`src/rtl/bin_a_bcd_param_if.sv`:
```
// rtl/bin_a_bcd_param_if.sv - start/ready/valid bundle for the binary-to-BCD converter (signo_output under BCD_SIGNED_EN)
interface bin_a_bcd_param_if #(
    parameter int WIDTH  = 16,
    parameter int DIGITS = 5
);
    logic                  start;
    logic [WIDTH-1:0]      numero_input;
    logic                  ready;
    logic [4*DIGITS-1:0]   bcd_output;
    logic                  overflow;
    logic                  valid;
`ifdef BCD_SIGNED_EN
    logic                  signo_output;
`endif

    modport master (
        output start, numero_input,
        input  ready, bcd_output, overflow, valid
`ifdef BCD_SIGNED_EN
        , input signo_output
`endif
    );

    modport slave (
        input  start, numero_input,
        output ready, bcd_output, overflow, valid
`ifdef BCD_SIGNED_EN
        , output signo_output
`endif
    );
endinterface

```
`src/rtl/bin_a_bcd_param.sv`:
```
// rtl/bin_a_bcd_param.sv - sequential double-dabble binary-to-BCD converter, one bit per clock; BCD_SIGNED_EN adds two's-complement input
module bin_a_bcd_param #(
    parameter int WIDTH  = 16,
    parameter int DIGITS = 5
) (
    input  logic              clk,
    input  logic              rst,
    bin_a_bcd_param_if.slave  bus
);
    localparam int CW = $clog2(WIDTH + 1);
    localparam int BW = 4 * DIGITS;

    typedef enum logic [1:0] {IDLE, SHIFT, DONE} state_t;

    state_t          state;
    logic [WIDTH-1:0] bin_sh;
    logic [BW-1:0]    bcd_sh;
    logic             ovf_sticky;
    logic [CW-1:0]    cnt;
    logic [WIDTH-1:0] mag;
    logic [BW-1:0]    adj;
    logic [BW-1:0]    bcd_next;
    logic [WIDTH-1:0] bin_next;
    logic             carry;
`ifdef BCD_SIGNED_EN
    logic             signo_sh;
`endif

`ifdef BCD_SIGNED_EN
    // Magnitude stays WIDTH bits wide, so the most negative value maps to 2^(WIDTH-1).
    assign mag = bus.numero_input[WIDTH-1] ? -bus.numero_input : bus.numero_input;
`else
    assign mag = bus.numero_input;
`endif

    always_comb begin
        adj = bcd_sh;
        for (int d = 0; d < DIGITS; d++) begin
            if (adj[4*d +: 4] >= 4'd5)
                adj[4*d +: 4] = adj[4*d +: 4] + 4'd3;
        end
        {carry, bcd_next, bin_next} = {adj, bin_sh, 1'b0};
    end

    always_ff @(posedge clk or posedge rst) begin
        if (rst) begin
            state          <= IDLE;
            bus.ready      <= 1'b1;
            bus.valid      <= 1'b0;
            bus.bcd_output <= '0;
            bus.overflow   <= 1'b0;
            bin_sh         <= '0;
            bcd_sh         <= '0;
            ovf_sticky     <= 1'b0;
            cnt            <= '0;
`ifdef BCD_SIGNED_EN
            signo_sh         <= 1'b0;
            bus.signo_output <= 1'b0;
`endif
        end else begin
            bus.valid <= 1'b0;
            case (state)
                IDLE: begin
                    if (bus.start) begin
                        bin_sh     <= mag;
                        bcd_sh     <= '0;
                        ovf_sticky <= 1'b0;
                        cnt        <= CW'(WIDTH);
                        bus.ready  <= 1'b0;
                        state      <= SHIFT;
`ifdef BCD_SIGNED_EN
                        signo_sh   <= bus.numero_input[WIDTH-1];
`endif
                    end
                end
                SHIFT: begin
                    bcd_sh     <= bcd_next;
                    bin_sh     <= bin_next;
                    ovf_sticky <= ovf_sticky | carry;
                    cnt        <= cnt - CW'(1);
                    if (cnt == CW'(1))
                        state <= DONE;
                end
                DONE: begin
                    bus.bcd_output <= bcd_sh;
                    bus.overflow   <= ovf_sticky;
                    bus.valid      <= 1'b1;
                    bus.ready      <= 1'b1;
                    state          <= IDLE;
`ifdef BCD_SIGNED_EN
                    bus.signo_output <= signo_sh;
`endif
                end
                default: state <= IDLE;
            endcase
        end
    end
endmodule
```
`src/flat_wrapper.sv`:
```
// flat-port wrapper written by rule: the top's interface ports become plain ports
module bin_a_bcd_param_flat 
#(
    parameter int WIDTH  = 16,
    parameter int DIGITS = 5
)
  (clk, rst, bus_start, bus_numero_input, bus_ready, bus_bcd_output, bus_overflow, bus_valid);
  bin_a_bcd_param_if #(.WIDTH(WIDTH), .DIGITS(DIGITS)) bus_i ();
  input  logic clk;
  input  logic rst;
  input wire logic [$bits(bus_i.start)-1:0] bus_start;
  input wire logic [$bits(bus_i.numero_input)-1:0] bus_numero_input;
  output wire logic [$bits(bus_i.ready)-1:0] bus_ready;
  output wire logic [$bits(bus_i.bcd_output)-1:0] bus_bcd_output;
  output wire logic [$bits(bus_i.overflow)-1:0] bus_overflow;
  output wire logic [$bits(bus_i.valid)-1:0] bus_valid;
  assign bus_i.start = bus_start;
  assign bus_i.numero_input = bus_numero_input;
  assign bus_ready = bus_i.ready;
  assign bus_bcd_output = bus_i.bcd_output;
  assign bus_overflow = bus_i.overflow;
  assign bus_valid = bus_i.valid;
  bin_a_bcd_param #(.WIDTH(WIDTH), .DIGITS(DIGITS)) u_core (.clk(clk), .rst(rst), .bus(bus_i));
endmodule
```
`config.mk`:
```
export PLATFORM = sky130hd
export DESIGN_NAME = bin_a_bcd_param_flat
export DESIGN_NICKNAME = d
export VERILOG_FILES = /design/src/rtl/bin_a_bcd_param_if.sv /design/src/rtl/bin_a_bcd_param.sv /design/src/flat_wrapper.sv
export SDC_FILE = /design/constraint.sdc
export NUM_CORES = 1
export LEC_CHECK = 0
export CAP_MARGIN = 40
export CORE_ASPECT_RATIO = 1.5
export CORE_UTILIZATION = 43
export DETAILED_ROUTE_END_ITERATION = 8
export HOLD_SLACK_MARGIN = 0.1
export PLACE_DENSITY = 0.74
export SKIP_LAST_GASP = 1
export SLEW_MARGIN = 30
export SYNTH_ARGS = -nofsm -noshare
export SYNTH_HDL_FRONTEND = slang
export SYNTH_SLANG_ARGS = --single-unit
```
`constraint.sdc`:
```
create_clock -name clk -period 2.7 [get_ports clk]
set_input_delay 0.54 -clock clk [delete_from_list [all_inputs] [get_ports clk]]
set_output_delay 0.54 -clock clk [all_outputs]
set_load 0.1 [all_outputs]
```
# --- Word level (Yosys, flattened, before mapping) ---
# Index checks and enable logic that the tools add are counted.
word_totals:
  regBits: 67
classes:
  addsub: 6
  n_eq_ne: 5
  magnitude_cmp: 5
  muxes: 18
  reduce_logical: 6
  n_bitwise: 1
op_table:
  columns: ["cell", "n"]
  rows:
  - ["$pmux W20 S2", 1]
  - ["$pmux W16 S2", 1]
  - ["$add A4 B2 Y4 const B", 5]
  - ["$ge A4 B3 Y1 const B", 5]
  - ["$mux W20", 1]
  - ["$mux W4", 5]
  - ["$mux W16", 1]
  - ["$pmux W5 S2", 1]
  - ["$reduce_and A2 Y1", 3]
  - ["$eq A5 B1 Y1 const B", 1]
  - ["$mux W5", 1]
  - ["$sub A5 B1 Y5 const B", 1]
  - ["$mux W2", 2]
  - ["$pmux W1 S2", 2]
  - ["$pmux W2 S2", 1]
  - ["$reduce_bool A2 Y1", 2]
  - ["$eq A2 B1 Y1 const B", 1]
  - ["$eq A2 B2 Y1 const B", 1]
  - ["$logic_not A2 Y1", 1]
  - ["$mux W1", 2]
  - ["$ne A2 B1 Y1 const B", 1]
  - ["$ne A2 B2 Y1 const B", 1]
  - ["$or A1 B1 Y1", 1]

# --- Longest topological paths before layout ---
depth:
  ltp_word: 4
  mapped_depth: 6
  depth_no_buf: 6

# --- Worst setup path after synthesis ---
# No wires, ideal clock.
synth_timing:
  path_kind: "input port to flip-flop"
  start: "input bus_start"
  end: "register u_core.bcd_sh[7]"
  n_path_buf: 2
  arrival_time_ns: 1.449
  path_slack_ns: 1.130
  t_required_ns: 2.578
  stages: 6
  cell_sequence: "or3b_1 buf_6 nand2_8 buf_12 o31ai_2 a32o_1"
synth_between:
  elab_chain_len: 2
synth_lines:
  columns: ["element", "line", "source"]
  rows:
  - ["from (decl)", "flat_wrapper.sv:11", "input wire logic [$bits(bus_i.start)-1:0] bus_start;"]
  - ["$ne A2 B2 Y1 (no line)", null, null]
  - ["$reduce_and A2 Y1 (no line)", null, null]
  - ["to (signal assigned)", "bin_a_bcd_param.sv:77", "bcd_sh <= bcd_next;"]
  - ["to (decl)", "bin_a_bcd_param.sv:17", "logic [BW-1:0] bcd_sh;"]
# Every way passes these cells.
# A chain may end at the register's enable or synchronous reset.

# --- Worst setup path in the final report ---
layout_timing:
  start: "register u_core.state[1]"
  end: "register u_core.bcd_sh[18]"
layout_between:
  elab_chain_len: 3
layout_lines:
  columns: ["element", "line", "source"]
  rows:
  - ["from (decl)", "bin_a_bcd_param.sv:15", "state_t state;"]
  - ["from (signal assigned)", "bin_a_bcd_param.sv:47", "state <= IDLE;"]
  - ["from (signal assigned)", "bin_a_bcd_param.sv:70", "state <= SHIFT;"]
  - ["from (signal assigned)", "bin_a_bcd_param.sv:82", "state <= DONE;"]
  - ["$eq A2 B1 Y1 or $logic_not A2 Y1 (tied branches)", "bin_a_bcd_param.sv:62", "case (state)"]
  - ["$reduce_bool A2 Y1 (no line) or $ne A2 B2 Y1 (tied branches)", null, null]
  - ["$reduce_and A2 Y1 (no line)", null, null]
# Parallel ways exist; a longest one is shown, timed or not.

==> summary.md <==
| Metric | Value |
|---|---|
| Run status | completed |
| Antenna violations before repair | 0 |
| Post-synthesis instance total | 272 |
| Total area of sequential cells | 1680 um2 |
| Total wire length | 5770 um |
| Max-slew headroom | 59.1% |
| Syn-to-layout area delta | 21.2% |
| Worst-Margin Slew | 0.611 ns |
| Initial Utilization | 44.6% |
| Final ANT Viol Nets | 0 |
| First-pass GRT wire length | 10300 um |
| Sum of negative setup slack | 0 ns |
| Crit path required time | 2.94 ns |
| Largest stage delay, worst path | 0.63 ns |
| CP Capture Type | register |
| DRC | 0 |
| Die area | 7450 um2 |
| Synth Cell Area | 3050 um2 |
| Buffers on Ports | 41 |
| Async set-reset flop share out of synthesis | 100% |
| Via Count | 2156 |
| Nets | 347 |
| Die Wd | 70.8 um |
| 1st-iter DRT viols | 140 |
| Multi-input logic area | 1220 um2 |
| H-tree lvl count | 3 |
| Area contributors post-synth | dfrtp_1, nand2_1, ha_1 |
| Grt ovf | 0 |
| Critical path class | reg -> reg |
| CP max-delay cell | and2b_2 |
| # diodes | 0 |
| RSZ-0062 raised after global routing | no |
| Critical path arrival | 2.25 ns |
| Yosys reg bits | 67 |
| Filler cells | 626 |
| Critical path buffers and inverters | 1 |
| Synth top area share | 54.1% |
| Setup WS pre-CTS | 0.472 ns |
| Final hold violation count | 0 |
| Peak Freq | 0.496 GHz |
| Max clock buf depth | 2 |
| Top_reg_cell synth | dfrtp_1 |
| CTS resizes | 0 |
| Cell family with most CP delay | simple AND/OR/NAND/NOR gates |
| Pins Over Slew Limit | 0 |
| Core Footprint | 6850 um2 |
| Total GRT Usage | 17.9% |
| CTS tree | done |
| RD Place Congestion | 0.854 |
| Netlist cell types | 35 |
| Die height | 105 um |
| Share of layout cells above drive strength 1 | 19.3% |
| Critical Path Fanout Max | 30 |
| Dpl hpwl | 4020 um |
| Tightest Hold Check Type | reg -> reg |
| Post-synth EDFFs | 0 |
| Max-Cap Viols | 0 |
| Worst-Skew Late Latency | 0.35 ns |
| Yosys warns | 0 |
| Sequential area share after synthesis | 55.0% |
| Setup violators final | 0 |
| Syn_nets | 303 |
| Post-layout minimum cycle time | 2.01 ns |
| # hold bufs at CTS | 0 |
| Clock Root Buffer | clkbuf_8 |
| Sequence of cells on the critical path | and2b_2 > nor2_1 > buf_4 > a22o_1 |
| Final WS setup | 0.686 ns |
| Vias in the first global route | 2222 |
| Rows | 37 |
| Via/cell ratio | 5.40 |
| Clock slew at reported path FFs | 0.07 ns |
| Avg Inst Size Synth | 11.2 um2 |
| Final period utilization | 74.6% |
| Worst Skew | 0.00879 ns |
| DR WL/cell | 14.5 um |
| Io pins | 42 |
| Largest net degree at the start of global routing | 31 |
| # clock sinks | 67 |
| Num CTS Buffers | 9 |
| Post-CTS setup buffers | 0 |
| Largest area contributor in the netlist | dfrtp_1 |
| Router iterations before antenna repair | 6 |
| Startpoint types | register |
-- layer usage --
metal / up-vias / routed length [um] / part of all wire (%) / GRT usage, %
met5: - / 0 / 0 / 0
met4: 0 / 131 / 2.3 / 8.86
met3: 11 / 205 / 3.6 / 4.24
met2: 47 / 2780 / 48 / 28.6
met1: 1057 / 2660 / 46 / 22.5
li1: 1041 / - / - / -
-- logic make-up after synthesis --
logic type | share of synthesized area (%)
AOI/OAI and AO/OA | 15.2
buffers and inverters | 5.12
adders and majority gates | 4.92
muxes | 6.02
DFF | 55.0
and+or+nand+nor | 11.4
xor gates and xnor gates | 2.30
-- worst min-delay path, stage by stage (launching register included) --
cell and delay [ns]:
dfrtp_1 0.34, nand2_1 0.05, o21ai_0 0.06
-- metrics by stage --
stage | hold WS [ns] | instances | area [um2] | util, %
CTS | 0.485 | 399 | 3700 | 54.0
finish | 0.478 | 399 | 3700 | 54.0
detailed placement | 0.467 | 383 | 3470 | 50.7
global route | 0.510 | 399 | 3700 | 54.0
global placement | 0.461 | 383 | 3470 | 50.7
floorplan | 0.445 | 272 | 3050 | -
-- cells in the mapped netlist (all sizes together) (4+ instances only) --
cell	count
nand2	48
o21ai	21
mux2	11
a22oi	15
xnor2	5
a21oi	7
inv	15
ha	12
a22o	5
a32o	5
nand2b	7
buf	11
o31ai	7
dfrtp	66
mux2i	6
o22ai	7
nand3	4
-- registers in the layout (all words and copies together), names as in the netlist --
signal and flops:
u_core.bcd_sh 20, u_core.bus.bcd_output 20, u_core.bin_sh 16, u_core.cnt 5, u_core.state 2, u_core.bus.overflow 1
u_core.bus.ready 1, u_core.bus.valid 1, u_core.ovf_sticky 1
-- cells in the final DEF, fill, tap and decap left out, types with 2 or more instances in the layout --
master / synthesis / final
dfrtp_1: 66 / 66
nand2_1: 47 / 47
buf_4: 0 / 27
o21ai_0: 21 / 21
clkdlybuf4s50_1: 0 / 18
a22oi_1: 15 / 15
inv_1: 15 / 14
ha_1: 12 / 12
mux2_2: 11 / 11
clkbuf_8: 0 / 11
a21oi_1: 7 / 7
o22ai_1: 7 / 7
nand2b_1: 6 / 6
mux2i_1: 6 / 6
o31ai_1: 6 / 6
a22o_1: 5 / 5
a32o_1: 5 / 5
xnor2_1: 5 / 5
nand3_1: 4 / 4
xor2_1: 3 / 3
nor2_1: 2 / 2
nor3b_1: 2 / 2
o32ai_1: 2 / 2
bufinv_16: 0 / 2
buf_12: 1 / 2
-- final cells by class --
class | count | area share (%)
Sequential cell | 67 | 45.3
Multi-Input combinational cell | 176 | 32.9
Timing Repair Buffer | 47 | 11.4
Clock buffer | 12 | 4.19
Tap cell | 78 | 2.64
Clock inverter | 4 | 1.96
Inverter | 15 | 1.52
-- path summary, 6_finish.rpt --
path / startpoint / endpoint / slack [ns] / cells past startpoint
min in group asynchronous: rst / u_core.bcd_sh[0] / 0.57 / 2
worst max-delay path: u_core.state[1] / u_core.bcd_sh[18] / 0.69 / 4
worst min register to register: u_core.bus.bcd_output[13] / u_core.bus.bcd_output[13] / 0.48 / 2
worst min-delay path: u_core.bus.bcd_output[13] / u_core.bus.bcd_output[13] / 0.48 / 2
max in group asynchronous: rst / u_core.bin_sh[1] / 1.61 / 3
worst max register to register: u_core.state[1] / u_core.bcd_sh[18] / 0.69 / 4
Power is left out: the tool's default activity adds up to more than one toggle a clock period on the data nets, which glitch-free logic cannot reach.
